[src/rtl/mem_wb_if.sv]
// Bundle between the memory stage and the writeback stage. The master side
// carries the memory-stage result and the stall/flush controls, and the slave
// side is the writeback register stage. The wb_* signals go to the register
// file write port and to the forwarding unit.
interface mem_wb_if #(
  parameter int DATA_WIDTH = 32
);
  // memory-stage result and pipeline control
  logic                  me_valid;
  logic [DATA_WIDTH-1:0] me_pc;
  logic [DATA_WIDTH-1:0] me_addr;
  logic [DATA_WIDTH-1:0] me_rdata;
  logic [2:0]            me_control_mem_read;
  logic [4:0]            me_rd;
  logic                  me_reg_write;
  logic [1:0]            me_wb_sel;
  logic                  wb_stall;
  logic                  wb_flush;

  // registered writeback outputs
  logic                  wb_valid;
  logic [DATA_WIDTH-1:0] wb_pc;
  logic [4:0]            wb_rd;
  logic                  wb_reg_write;
  logic [DATA_WIDTH-1:0] wb_wdata;
  logic                  wb_misaligned;
  logic [63:0]           wb_instret;

  modport master (
    output me_valid, me_pc, me_addr, me_rdata, me_control_mem_read,
           me_rd, me_reg_write, me_wb_sel, wb_stall, wb_flush,
    input  wb_valid, wb_pc, wb_rd, wb_reg_write, wb_wdata,
           wb_misaligned, wb_instret
  );

  modport slave (
    input  me_valid, me_pc, me_addr, me_rdata, me_control_mem_read,
           me_rd, me_reg_write, me_wb_sel, wb_stall, wb_flush,
    output wb_valid, wb_pc, wb_rd, wb_reg_write, wb_wdata,
           wb_misaligned, wb_instret
  );
endinterface

[src/rtl/mem_wb_stage.sv]
// MEM/WB pipeline register with load formatting. It extracts bytes and
// halfwords from the DMEM word, sign- or zero-extends them, picks the
// register-file write value, flags misaligned loads and counts retired
// instructions. Every output comes straight from a flop, so no input reaches
// an output combinationally.
module mem_wb_stage #(
  parameter int DATA_WIDTH = 32
) (
  input logic     clk,
  input logic     rst_n,
  mem_wb_if.slave bus_io
);

  localparam logic [2:0] MR_LB  = 3'b001;
  localparam logic [2:0] MR_LH  = 3'b010;
  localparam logic [2:0] MR_LW  = 3'b011;
  localparam logic [2:0] MR_LBU = 3'b100;
  localparam logic [2:0] MR_LHU = 3'b101;

  localparam logic [1:0] SEL_ALU  = 2'b00;
  localparam logic [1:0] SEL_LOAD = 2'b01;
  localparam logic [1:0] SEL_PC4  = 2'b10;

  // True for the five load encodings. Codes 110 and 111 count as "no load".
  function automatic logic is_load(input logic [2:0] kind);
    logic res;
    case (kind)
      MR_LB, MR_LH, MR_LW, MR_LBU, MR_LHU: res = 1'b1;
      default:                             res = 1'b0;
    endcase
    return res;
  endfunction

  // The access is not naturally aligned for its size. Byte loads are always aligned.
  function automatic logic is_misaligned(input logic [2:0] kind, input logic [1:0] off);
    logic res;
    case (kind)
      MR_LH, MR_LHU: res = off[0];
      MR_LW:         res = (off != 2'b00);
      default:       res = 1'b0;
    endcase
    return res;
  endfunction

  // Picks the byte or halfword addressed by off out of the word and extends it.
  function automatic logic [DATA_WIDTH-1:0] extract_load(input logic [2:0] kind,
                                                         input logic [1:0] off,
                                                         input logic [DATA_WIDTH-1:0] word);
    logic [7:0]            byte_v;
    logic [15:0]           half_v;
    logic [DATA_WIDTH-1:0] res;
    byte_v = word[{off, 3'b000} +: 8];
    half_v = off[1] ? word[31:16] : word[15:0];
    case (kind)
      MR_LB:   res = {{(DATA_WIDTH-8){byte_v[7]}}, byte_v};
      MR_LBU:  res = {{(DATA_WIDTH-8){1'b0}}, byte_v};
      MR_LH:   res = {{(DATA_WIDTH-16){half_v[15]}}, half_v};
      MR_LHU:  res = {{(DATA_WIDTH-16){1'b0}}, half_v};
      MR_LW:   res = word;
      default: res = {DATA_WIDTH{1'b0}};
    endcase
    return res;
  endfunction

  logic                  valid_q, valid_d;
  logic [DATA_WIDTH-1:0] pc_q, pc_d;
  logic [4:0]            rd_q, rd_d;
  logic                  rw_q, rw_d;
  logic [DATA_WIDTH-1:0] wdata_q, wdata_d;
  logic                  mis_q, mis_d;
  logic [63:0]           instret_q, instret_d;

  logic                  mis_s;
  logic [DATA_WIDTH-1:0] load_data_s;
  logic [DATA_WIDTH-1:0] sel_data_s;
  logic                  qual_rw_s;
  logic                  retire_s;

  // Formats the memory-stage result into what writeback would capture this edge.
  always_comb begin
    mis_s       = 1'b0;
    load_data_s = {DATA_WIDTH{1'b0}};
    sel_data_s  = bus_io.me_addr;
    if (bus_io.me_valid && is_load(bus_io.me_control_mem_read)) begin
      mis_s = is_misaligned(bus_io.me_control_mem_read, bus_io.me_addr[1:0]);
    end else begin
      mis_s = 1'b0;
    end
    if (mis_s) begin
      load_data_s = {DATA_WIDTH{1'b0}};
    end else begin
      load_data_s = extract_load(bus_io.me_control_mem_read, bus_io.me_addr[1:0],
                                 bus_io.me_rdata);
    end
    case (bus_io.me_wb_sel)
      SEL_ALU:  sel_data_s = bus_io.me_addr;
      SEL_LOAD: sel_data_s = load_data_s;
      SEL_PC4:  sel_data_s = bus_io.me_pc + DATA_WIDTH'(4);
      default:  sel_data_s = bus_io.me_addr;
    endcase
    qual_rw_s = bus_io.me_valid & bus_io.me_reg_write & (bus_io.me_rd != 5'd0) & ~mis_s;
    retire_s  = bus_io.me_valid & ~mis_s;
  end

  // Next state. Flush beats stall, and stall beats a normal load. The counter only moves on a load.
  always_comb begin
    valid_d   = valid_q;
    pc_d      = pc_q;
    rd_d      = rd_q;
    rw_d      = rw_q;
    wdata_d   = wdata_q;
    mis_d     = mis_q;
    instret_d = instret_q;
    if (bus_io.wb_flush) begin
      valid_d = 1'b0;
      pc_d    = {DATA_WIDTH{1'b0}};
      rd_d    = 5'd0;
      rw_d    = 1'b0;
      wdata_d = {DATA_WIDTH{1'b0}};
      mis_d   = 1'b0;
    end else if (bus_io.wb_stall) begin
      valid_d = valid_q;
    end else begin
      valid_d   = bus_io.me_valid;
      pc_d      = bus_io.me_pc;
      rd_d      = bus_io.me_rd;
      rw_d      = qual_rw_s;
      wdata_d   = sel_data_s;
      mis_d     = mis_s;
      instret_d = instret_q + (retire_s ? 64'd1 : 64'd0);
    end
  end

  // Writeback pipeline registers, cleared asynchronously by reset.
  always_ff @(posedge clk or negedge rst_n) begin
    if (!rst_n) begin
      valid_q   <= 1'b0;
      pc_q      <= {DATA_WIDTH{1'b0}};
      rd_q      <= 5'd0;
      rw_q      <= 1'b0;
      wdata_q   <= {DATA_WIDTH{1'b0}};
      mis_q     <= 1'b0;
      instret_q <= 64'd0;
    end else begin
      valid_q   <= valid_d;
      pc_q      <= pc_d;
      rd_q      <= rd_d;
      rw_q      <= rw_d;
      wdata_q   <= wdata_d;
      mis_q     <= mis_d;
      instret_q <= instret_d;
    end
  end

  assign bus_io.wb_valid      = valid_q;
  assign bus_io.wb_pc         = pc_q;
  assign bus_io.wb_rd         = rd_q;
  assign bus_io.wb_reg_write  = rw_q;
  assign bus_io.wb_wdata      = wdata_q;
  assign bus_io.wb_misaligned = mis_q;
  assign bus_io.wb_instret    = instret_q;

endmodule

[src/flat_wrapper.sv]
// flat-port wrapper written by rule: the top's interface ports become plain ports
module mem_wb_stage_flat 
#(
  parameter int DATA_WIDTH = 32
)
  (clk, rst_n, bus_io_me_valid, bus_io_me_pc, bus_io_me_addr, bus_io_me_rdata, bus_io_me_control_mem_read, bus_io_me_rd, bus_io_me_reg_write, bus_io_me_wb_sel, bus_io_wb_stall, bus_io_wb_flush, bus_io_wb_valid, bus_io_wb_pc, bus_io_wb_rd, bus_io_wb_reg_write, bus_io_wb_wdata, bus_io_wb_misaligned, bus_io_wb_instret);
  mem_wb_if #(.DATA_WIDTH(DATA_WIDTH)) bus_io_i ();
  input logic clk;
  input logic rst_n;
  input wire logic [$bits(bus_io_i.me_valid)-1:0] bus_io_me_valid;
  input wire logic [$bits(bus_io_i.me_pc)-1:0] bus_io_me_pc;
  input wire logic [$bits(bus_io_i.me_addr)-1:0] bus_io_me_addr;
  input wire logic [$bits(bus_io_i.me_rdata)-1:0] bus_io_me_rdata;
  input wire logic [$bits(bus_io_i.me_control_mem_read)-1:0] bus_io_me_control_mem_read;
  input wire logic [$bits(bus_io_i.me_rd)-1:0] bus_io_me_rd;
  input wire logic [$bits(bus_io_i.me_reg_write)-1:0] bus_io_me_reg_write;
  input wire logic [$bits(bus_io_i.me_wb_sel)-1:0] bus_io_me_wb_sel;
  input wire logic [$bits(bus_io_i.wb_stall)-1:0] bus_io_wb_stall;
  input wire logic [$bits(bus_io_i.wb_flush)-1:0] bus_io_wb_flush;
  output wire logic [$bits(bus_io_i.wb_valid)-1:0] bus_io_wb_valid;
  output wire logic [$bits(bus_io_i.wb_pc)-1:0] bus_io_wb_pc;
  output wire logic [$bits(bus_io_i.wb_rd)-1:0] bus_io_wb_rd;
  output wire logic [$bits(bus_io_i.wb_reg_write)-1:0] bus_io_wb_reg_write;
  output wire logic [$bits(bus_io_i.wb_wdata)-1:0] bus_io_wb_wdata;
  output wire logic [$bits(bus_io_i.wb_misaligned)-1:0] bus_io_wb_misaligned;
  output wire logic [$bits(bus_io_i.wb_instret)-1:0] bus_io_wb_instret;
  assign bus_io_i.me_valid = bus_io_me_valid;
  assign bus_io_i.me_pc = bus_io_me_pc;
  assign bus_io_i.me_addr = bus_io_me_addr;
  assign bus_io_i.me_rdata = bus_io_me_rdata;
  assign bus_io_i.me_control_mem_read = bus_io_me_control_mem_read;
  assign bus_io_i.me_rd = bus_io_me_rd;
  assign bus_io_i.me_reg_write = bus_io_me_reg_write;
  assign bus_io_i.me_wb_sel = bus_io_me_wb_sel;
  assign bus_io_i.wb_stall = bus_io_wb_stall;
  assign bus_io_i.wb_flush = bus_io_wb_flush;
  assign bus_io_wb_valid = bus_io_i.wb_valid;
  assign bus_io_wb_pc = bus_io_i.wb_pc;
  assign bus_io_wb_rd = bus_io_i.wb_rd;
  assign bus_io_wb_reg_write = bus_io_i.wb_reg_write;
  assign bus_io_wb_wdata = bus_io_i.wb_wdata;
  assign bus_io_wb_misaligned = bus_io_i.wb_misaligned;
  assign bus_io_wb_instret = bus_io_i.wb_instret;
  mem_wb_stage #(.DATA_WIDTH(DATA_WIDTH)) u_core (.clk(clk), .rst_n(rst_n), .bus_io(bus_io_i));
endmodule
[config.mk]
export PLATFORM = sky130hd
export DESIGN_NAME = mem_wb_stage_flat
export DESIGN_NICKNAME = d
export VERILOG_FILES = /design/src/rtl/mem_wb_if.sv /design/src/rtl/mem_wb_stage.sv /design/src/flat_wrapper.sv
export SDC_FILE = /design/constraint.sdc
export NUM_CORES = 1
export LEC_CHECK = 0
export CORE_ASPECT_RATIO = 0.9
export CORE_MARGIN = 1.5
export CORE_UTILIZATION = 55
export CTS_CLUSTER_DIAMETER = 120
export DETAILED_ROUTE_END_ITERATION = 8
export DONT_BUFFER_PORTS = 1
export HOLD_SLACK_MARGIN = 0.12
export PLACE_DENSITY = 0.72
export SKIP_CTS_REPAIR_TIMING = 1
export SLEW_MARGIN = 20
export SYNTH_ARGS = -nofsm -noshare
export SYNTH_HDL_FRONTEND = slang
export SYNTH_SLANG_ARGS = --single-unit
[constraint.sdc]
create_clock -name clk -period 3.1 [get_ports clk]
set_input_delay 0.31 -clock clk [delete_from_list [all_inputs] [get_ports clk]]
set_output_delay 0.31 -clock clk [all_outputs]
set_load 0.01 [all_outputs]
==> results.py <==
metrics = {
    "floorplan": {
        "start_util": 0.5664,
        "i_o_pins": 248,
        "die_height_um": 114.7,
        "floorplan.die_area_mm2": 0.01458,
        "chipWidth_um": 127.1,
        "design.core.area_mm2": 0.01346,
        "placementRows": 40,
    },
    "place": {
        "gp_routability_congestion": 0.9462,
        "numPlacedInstances": 961,
        "port-buffer-count": 0,
        "dp.final_hpwl_um": 16820,
        "postPlaceCellArea_mm2": 0.007705,
    },
    "setup_path": {
        "timing.critical_path.buf_inv": 0,
        "worst-setup-path-type": "reg2reg",
        "cp_data_required_time_ps": 3400,
        "cp_cell_sequence": "nand4_2 -> or4_4 -> or3_1 -> nor2_2 -> nand4_1 -> xnor2_1",
        "slowest_stage": "or4_4",
        "endpoint_kind": "flop",
        "critical_path.top_delay_family": "simple AND/OR/NAND/NOR gates",
        "cp_data_arrival_time_ps": 3030,
        "critPathLaunchType": "flop",
        "critPathMaxFanout": 11,
        "worst_path_largest_cell_delay_ps": 590,
    },
    "timing": {
        "fin_crit_sh": 0.8777,
        "post-route-min-period_ps": 2721,
        "slew_headroom": 0.3267,
        "final.hold.worst_slack_ps": -412.8,
        "clock_skew_ps": 7.437,
        "report.final.slew_viol_count": 0,
        "hold_viol_final": 136,
        "achievable-frequency_mhz": 367.5,
        "setup_violations_final": 0,
        "worst-slew-pin-transition_ps": 1010,
        "finalSetupTns_ps": 0,
        "rsz0062_at_grt": "false",
    },
    "yosys": {
        "ys.warnings.count": 0,
        "postSynthRegisterBits": 136,
        "synth_area_per_cell_um2": 9.164,
        "mappedNetlistNets": 949,
        "cells_after_synth": 832,
        "ys_types": 56,
        "post_synth_instance_area_mm2": 0.007625,
        "seq_area_frac_synth": 0.4463,
        "synthArstFlopShare": 1.000,
        "synth_top_flop_cell": "dfrtp_1",
        "synth-edff-count": 0,
    },
    "drt": {
        "drc": 0,
        "m1WireLength_um": 10140,
        "dr.first_iter.drc_count": 697,
        "met3_length_um": 2475,
        "drt_pass1_iterations": 7,
        "top_signal_layer_used": "met4",
        "wl_per_cell_um": 23.26,
        "met2RoutedLength_um": 11260,
        "avgViaCountPerCell": 6.467,
        "num_vias": 6803,
        "ant_nets": 0,
        "wirelength_um": 24470,
    },
    "global_route": {
        "grt_first_pass_wirelength_um": 34690,
        "pin_count_of_the_biggest_net_entering_global_routing": 137,
        "grt_overflow": 0,
        "grtUsageTotal": 0.3124,
        "vias_in_the_first_global_route": 6220,
        "antenna_found_initial": 0,
    },
    "final_layout": {
        "utilization": 0.6663,
        "mostFrequentLayoutCells": "dfrtp_1 (136), nand2_1 (91), nor2_1 (83)",
        "layout-drive-gt1-share": 0.05882,
        "finish.instance_area_mm2": 0.008970,
        "filler_cell_count": 1010,
        "nets": 988,
        "layout.cells.non_filler": 1052,
        "n_antenna_cell": 0,
        "layout_commonest_cell": "dfrtp_1",
        "area_delta_synth_final_pct": 17.64,
    },
    "clock_tree": {
        "tritoncts.num_buffers": 17,
        "clk_latency_ps": 430,
        "clock_tree.root_cell": "clkbuf_16",
        "clkSlewWorstSetupHoldPaths_ps": 60,
        "cts.sink_count": 136,
        "clockBufferDepth": 2,
        "cts_tree": "yes",
        "deepest_level_of_the_cts_h_tree": 4,
    },
    "power": {
        "total_power_per_unit_cell_area_mw_per_mm2": 524.2,
        "ir_drop_v": 0.0003838,
        "leakagePower_nw": 3.888,
    },
    "run_status": {
        "failed_checks": "negative hold slack",
        "run_status": "finished, violations left",
    },
    "flow_run": {
        "timing.max_cap.violations": 0,
    },
    "min_path": {
        "worst_hold_path_type": "in2async",
    },
}
[through the flow]
step	setup slack (ps)	total power, W
after CTS	383.5	0.004601
after global routing	204.6	0.004834
after detailed placement	271.7	0.002372
after floorplan	531.9	0.002294
after global placement	349.5	0.002354
final	379.2	0.004702
[cells in the mapped netlist (4+ instances only)]
cell type	n	area (um2)
inv_1	21	78.83
o22ai_1	4	25.02
a221oi_1	12	105.1
a211oi_1	12	90.09
a22oi_1	13	97.59
nor2b_1	14	87.58
nor2_1	83	311.6
buf_2	5	25.02
ha_1	5	62.56
o32ai_1	7	61.31
mux2i_1	39	390.4
xor2_1	23	201.4
a21oi_1	51	255.2
nand2b_1	7	43.79
nand2_1	91	341.6
xnor2_1	67	586.8
o21ai_0	30	150.1
nand4_1	28	175.2
dfrtp_1	136	3403
o211ai_1	7	52.55
and2_1	4	25.02
and3_1	16	100.1
a32oi_1	7	61.31
nand3_1	48	240.2
nor4_1	4	25.02
and4_1	4	35.03
a2111oi_0	4	35.03
nor3_1	13	65.06
clkbuf_1	38	142.6
[metal layers]
layer / vias to the layer above / track usage
met5: - / 0
met4: 0 / 0.1000
met3: 54 / 0.1098
met2: 359 / 0.4732
met1: 3338 / 0.4233
li1: 3052 / -
[state kept, by name, indices dropped and copies added, names as in the netlist]
signal	count
u_core.bus_io.wb_instret	64
u_core.bus_io.wb_valid	1
u_core.bus_io.wb_reg_write	1
u_core.bus_io.wb_wdata	32
u_core.bus_io.wb_rd	5
u_core.bus_io.wb_pc	32
u_core.bus_io.wb_misaligned	1
[cells by family after synthesis]
family,Yosys count,share of synthesized area
and+or+nand+nor,330,0.2109
xor gates and xnor gates,90,0.1034
muxes,42,0.05710
DFF,136,0.4463
AOI/OAI and AO/OA,162,0.1398
adders and majority gates,5,0.008205
buffers and inverters,67,0.03430
[worst reg2reg max path: stages, from the launching register on]
cell,delay [ps]
dfrtp_1,540
nand4_2,170
or4_4,590
or3_1,520
nor2_2,430
nand4_1,180
xnor2_1,170
[power by group]
group / internal (W) / switching, W / leakage [nW]
logic: 0.000215 / 0.000243 / 1.72
clock network: 0.00147 / 0.000788 / 0.318
registers: 0.00186 / 0.000129 / 1.85
[path summary, 6_finish.rpt]
check | slack [ps] | start | to | depth (start not counted)
setup / recovery | 380 | u_core.bus_io.wb_instret[9]$_DFFE_PN0P_ | u_core.bus_io.wb_instret[44]$_DFFE_PN0P_ | 6
hold reg to reg | 530 | u_core.bus_io.wb_instret[63]$_DFFE_PN0P_ | u_core.bus_io.wb_instret[63]$_DFFE_PN0P_ | 1
setup reg to reg | 380 | u_core.bus_io.wb_instret[9]$_DFFE_PN0P_ | u_core.bus_io.wb_instret[44]$_DFFE_PN0P_ | 6
hold / removal | -410 | rst_n | u_core.bus_io.wb_wdata[17]$_DFFE_PN0P_ | 0
min in group clk | 100 | bus_io_me_addr[21] | u_core.bus_io.wb_wdata[21]$_DFFE_PN0P_ | 2
max in group asynchronous | 3230 | rst_n | u_core.bus_io.wb_wdata[8]$_DFFE_PN0P_ | 0
[cell type report]
| cell class | instances | area, um2 | share of cell area |
|---|---|---|---|
| clock buffers | 21 | 460.4 | 0.05133 |
| clock inverters | 11 | 193.9 | 0.02162 |
| inverters | 21 | 78.83 | 0.008788 |
| multi-input cells | 629 | 3963 | 0.4418 |
| flip-flops and latches | 136 | 3403 | 0.3794 |
| well taps | 168 | 210.2 | 0.02343 |
| repair buffers | 66 | 660.6 | 0.07365 |
Power figures use the tool's default switching activity.
